## src/rtl/booth_shift_reg.sv

```systemverilog
// booth_shift_reg
//   Shift register for a radix-2 Booth multiplier datapath. A load captures
//   the operand and starts an operation. Each accepted shift_en then moves
//   the register one place right and records the bit shifted out as Q(-1).
//   After SHIFTS shifts the block parks in DONE until the next load.
//
// Parameters
//   WIDTH   register width in bits (>= 2)
//   SHIFTS  shifts per operation (1..WIDTH)
//
// Ports
//   clk        in   rising-edge clock
//   rst        in   asynchronous active-high reset
//   load       in   parallel load strobe (wins over shift_en)
//   load_data  in   [WIDTH-1:0] value captured on load
//   shift_en   in   shift request, honoured only while busy
//   serial_in  in   MSB fill bit for a logical right shift (LSB fill for a left shift)
//   arith      in   1 = arithmetic right shift, 0 = logical right shift
//   dir        in   only when SHIFT_DIR_EN is defined: 1 = left shift
//   q          out  [WIDTH-1:0] register contents
//   q_m1       out  last bit shifted out (Booth Q(-1))
//   count      out  [$clog2(SHIFTS+1)-1:0] shifts since the last load
//   busy       out  operation in progress
//   done       out  SHIFTS shifts completed, held until the next load
//
// Optional feature
//   SHIFT_DIR_EN  when defined, adds the dir input and enables left shifts.
//
// state | meaning
// IDLE  | after reset, waiting for the first load
// RUN   | operand loaded, shifts being accepted
// DONE  | SHIFTS shifts done, shift_en ignored until the next load
module booth_shift_reg #(
    parameter int WIDTH  = 8,
    parameter int SHIFTS = WIDTH
) (
    input  logic                        clk,
    input  logic                        rst,
    input  logic                        load,
    input  logic [WIDTH-1:0]            load_data,
    input  logic                        shift_en,
    input  logic                        serial_in,
    input  logic                        arith,
`ifdef SHIFT_DIR_EN
    input  logic                        dir,
`endif
    output logic [WIDTH-1:0]            q,
    output logic                        q_m1,
    output logic [$clog2(SHIFTS+1)-1:0] count,
    output logic                        busy,
    output logic                        done
);

    localparam int CW = $clog2(SHIFTS + 1);
    localparam logic [CW-1:0] LAST_SHIFT = CW'(SHIFTS - 1);

    typedef enum logic [1:0] {
        IDLE = 2'd0,
        RUN  = 2'd1,
        DONE = 2'd2
    } state_t;

    state_t state;
    state_t state_nxt;
    logic   shift_fire;
    logic   fill;
    logic   left;

`ifdef SHIFT_DIR_EN
    assign left = dir;
`else
    assign left = 1'b0;
`endif

    // load takes priority, so a shift is only accepted on a cycle without one
    assign shift_fire = !load && (state == RUN) && shift_en;
    assign fill       = arith ? q[WIDTH-1] : serial_in;

    always_comb begin
        state_nxt = state;
        if (load) begin
            state_nxt = RUN;
        end else if (shift_fire && (count == LAST_SHIFT)) begin
            state_nxt = DONE;
        end
    end

    always_ff @(posedge clk or posedge rst) begin
        if (rst) begin
            state <= IDLE;
            q     <= '0;
            q_m1  <= 1'b0;
            count <= '0;
            busy  <= 1'b0;
            done  <= 1'b0;
        end else begin
            state <= state_nxt;
            // busy/done are flopped from the next state, not decoded from the state register
            busy  <= (state_nxt == RUN);
            done  <= (state_nxt == DONE);
            if (load) begin
                q     <= load_data;
                q_m1  <= 1'b0;
                count <= '0;
            end else if (shift_fire) begin
                if (left) begin
                    q    <= {q[WIDTH-2:0], serial_in};
                    q_m1 <= q[WIDTH-1];
                end else begin
                    q    <= {fill, q[WIDTH-1:1]};
                    q_m1 <= q[0];
                end
                count <= count + 1'b1;
            end
        end
    end

endmodule

```

## config.mk

```make
export PLATFORM = sky130hd
export DESIGN_NAME = booth_shift_reg
export DESIGN_NICKNAME = d
export VERILOG_FILES = /design/src/rtl/booth_shift_reg.sv
export SDC_FILE = /design/constraint.sdc
export NUM_CORES = 1
export LEC_CHECK = 0
export ABC_CLOCK_PERIOD_IN_PS = 1600
export CORE_MARGIN = 3
export CORE_UTILIZATION = 42
export CTS_CLUSTER_SIZE = 16
export DETAILED_ROUTE_END_ITERATION = 12
export GPL_TIMING_DRIVEN = 0
export HOLD_SLACK_MARGIN = 0.02
export MAX_ROUTING_LAYER = met4
export PLACE_DENSITY_LB_ADDON = 0.05
export RECOVER_POWER = 50
export SLEW_MARGIN = 25
export SYNTH_ARGS = -nofsm -noshare
export SYNTH_HDL_FRONTEND = slang
export SYNTH_SLANG_ARGS = --single-unit
```

## constraint.sdc

```tcl
create_clock -name clk -period 1.6 [get_ports clk]
set_input_delay 0.32 -clock clk [delete_from_list [all_inputs] [get_ports clk]]
set_output_delay 0.32 -clock clk [all_outputs]
set_load 0.1 [all_outputs]
```

==> results.sh <==
export IMPL_setup_ws_ps=47.2
export IMPL_p_per_area_nw_per_um2=988
export IMPL_clock_root_buffer="clkbuf_4"
export IMPL_drive_above_1_share_pct=21.7
export IMPL_finalSetupViolCount=0
export IMPL_holdPathEnd="q_m1"
export IMPL_crit_family="buffers and inverters"
export IMPL_path_depth=1
export IMPL_hp_class="reg -> reg"
export IMPL_synth_common_cells="dfrtp_1, nand2_1, o21ai_0"
export IMPL_tns_ps=0
export IMPL_multi_input_area_um2=324
export IMPL_worst_r2r_endpoint="q[7]"
export IMPL_synth_compound_gate_area_share_pct=10.8
export IMPL_min_period_over_period_pct=97.0
export IMPL_grt_overflow=0
export IMPL_min_from="q_m1"
export IMPL_slew_headroom_pct=56.7
export IMPL_clockBufferDepth=2
export IMPL_vias=645
export IMPL_r2r_setup_slack_ps=330
export IMPL_path_buf_inv=1
export IMPL_drtPass1Iterations=3
export IMPL_ys_top_cells_by_area="dfrtp_1, mux2i_1, o21ai_0, nand2_1, a21oi_1"
export IMPL_hold_buffers=0
export IMPL_synthAdderAreaFrac_pct=1.61
export IMPL_finalPower_mw=1.07
export IMPL_n_fill_cell=155
export IMPL_gp_congestion=0.791
export IMPL_synth_top_area_share_pct=54.8
export IMPL_synthMuxAreaShare_pct=9.03
export IMPL_io_pins=29
export IMPL_grt_pass1_wl_mm=2.90
export IMPL_clock_latency_ps=280
export IMPL_drv_cap=0
export IMPL_diodes=0
export IMPL_synth_top_area_cell="dfrtp_1"
export IMPL_nets=122
export IMPL_cp_start_kind="flip-flop"
export IMPL_synth_area_um2=776
export IMPL_post_route_min_period_ps=1550
export IMPL_core_um2=1610
export IMPL_slowest_delay_ps=560
export IMPL_ys_warn_count=0
export IMPL_fp_dieW_um=49.0
export IMPL_clk_pin_slew_ps=100
export IMPL_hold_depth=2
export IMPL_synth_seq_cells=17
export IMPL_crit_path_end_kind="primary output"
export IMPL_slew_violations=0
export IMPL_ant_nets=0
export IMPL_grtUsageTotal_pct=16.6
export IMPL_syn_inst=74
export IMPL_synth_edf_count=0
export IMPL_synth_xor_xnor_area_share_pct=2.26
export IMPL_post_cts_buffers=0
export IMPL_cts_tree="built"
export IMPL_crit_type="reg -> out"
export IMPL_clock_sinks=17
export IMPL_synth_nets=89
export IMPL_post_place_ws_ps=-242
export IMPL_area_growth_pct=40.2
export IMPL_maxClockFrequency_ghz=0.644
export IMPL_drt_iter0_drc=6
export IMPL_die_area_um2=2400
export IMPL_finalHoldViolations=0
export IMPL_worst_pin_slew_ps=648
export IMPL_cts_htree_levels=1
export IMPL_numCtsBuffers=3
export IMPL_finClkSkew_ps=1.95
export IMPL_async_reset_ff_share_pct=100
export IMPL_portBuffers=28
export IMPL_rr_worst_depth=3
export IMPL_cp_cell_sequence="clkdlybuf4s15_2"
export IMPL_ys_types=21
export IMPL_regArea_um2=429
export IMPL_grt_max_degree=18
export IMPL_status="finished clean"
export IMPL_cp_arrival_ps=1230
export IMPL_wirelength_mm=1.70
export IMPL_vdd_ir_drop_worst_mv=0.711
export IMPL_timing_hold_ws_ps=543
export IMPL_synth_top_family_by_area="simple AND/OR/NAND/NOR gates"
export IMPL_vias_per_cell=4.96
export IMPL_dp_hpwl_mm=1.29
export IMPL_cp_slowest_cell="clkdlybuf4s15_2"
export IMPL_design_area_um2=1090
export IMPL_initial_utilization_pct=48.1
export IMPL_rsz0062_at_grt="false"
export IMPL_path_max_fanout=3
export IMPL_wl_per_cell_um=13.1
export IMPL_syn_avg_cell_area_um2=10.5
export IMPL_num_rows=14
export IMPL_post_synth_top_count_cell="dfrtp_1"
export IMPL_die_h_um=49.0
export IMPL_crit_reg2reg_launch="state[1]"
export IMPL_drt_drc_violations_left=0
export IMPL_dpl_cell_area_um2=1090
export IMPL_grt_pass1_vias=639
export IMPL_p_leak_nw=0.490
export IMPL_synth_ff_type="dfrtp_1"
export IMPL_antenna_found_initial=0
export IMPL_worstPathRequired_ps=1280
export IMPL_synth_simple_area_share_pct=18.1
export IMPL_seq_area_frac_synth_pct=54.8
power by group:
part | switching (mW) | total [mW] | leakage [nW] | internal (mW)
registers | 0.0250 | 0.484 | 0.205 | 0.459
logic | 0.276 | 0.362 | 0.270 | 0.0861
clock network | 0.131 | 0.227 | 0.0150 | 0.0968
total | 0.432 | 1.07 | 0.490 | 0.642
worst max-delay path by stage:
stage,startpoint,endpoint,slack (ps)
6_report,q[0],q[0],50
5_1_grt,count[1],count[1],0.2
4_1_cts,count[0],count[0],6
3_5_place_dp,count[0],count[0],-240
3_3_place_gp,count[0],count[0],-240
2_1_floorplan,count[3],state[0],30
tightest hold or removal path, delay by kind of cell, from the launching register on:
kind            cells  cell delay (ps)
flops               1              390
simple gates        1               60
compound gates      1               60
final cells by class:
class	instances	area share (%)
inverter	3	1.04
tap	24	2.76
timing repair buffer	28	23.1
multi-input combinational	51	29.8
clock buffer	4	2.42
buffer	3	1.38
sequential	17	39.5
cells in the final DEF, fill, tap and decap left out, types with 3 or more instances in the layout:
cell              n
a21oi_1           5
buf_2             7
clkbuf_1          3
clkbuf_4          3
clkdlybuf4s15_2   5
clkdlybuf4s18_2   3
clkdlybuf4s50_1  10
dfrtp_1          14
dfrtp_2           3
dlygate4sd3_1     3
inv_1             3
mux2i_1           7
nand2_1          11
nand3_1           3
nor2_1            3
o21ai_0           9
metal layers:
metal / vias up / wire, µm / GRT usage [%]
met1: 298 / 783 / 19.8
met2: 24 / 793 / 26.5
met5: - / 0 / -
li1: 319 / - / -
met3: 4 / 101 / 4.28
met4: 0 / 23 / 7.11
per-stage QoR:
step           cells  util (%)
3_3_place_gp     126      67.6
3_5_place_dp     126      67.6
4_1_cts          130      70.4
6_report         130      67.5
2_1_floorplan     74         -
5_1_grt          130      67.5
cell families after synthesis:
group | Yosys count
adder cells (fa/ha/maj) | 1
XOR/XNOR | 2
AO/OA/AOI/OAI | 16
multiplexers | 7
AND/OR/NAND/NOR | 25
flip-flops | 17
buffers and inverters | 6
sequential cells by signal (all words and copies together) (netlist names):
name   flops
state      2
q          8
done       1
count      4
q_m1       1
busy       1
what timing repair did:
action | 4_1_cts | 5_1_grt
gates cloned | 0 | 0
gates resized for setup | 45 | 17
pin swaps | 0 | 0
setup endpoints to repair | 15 | 10
(Power assumes the default switching activity.)
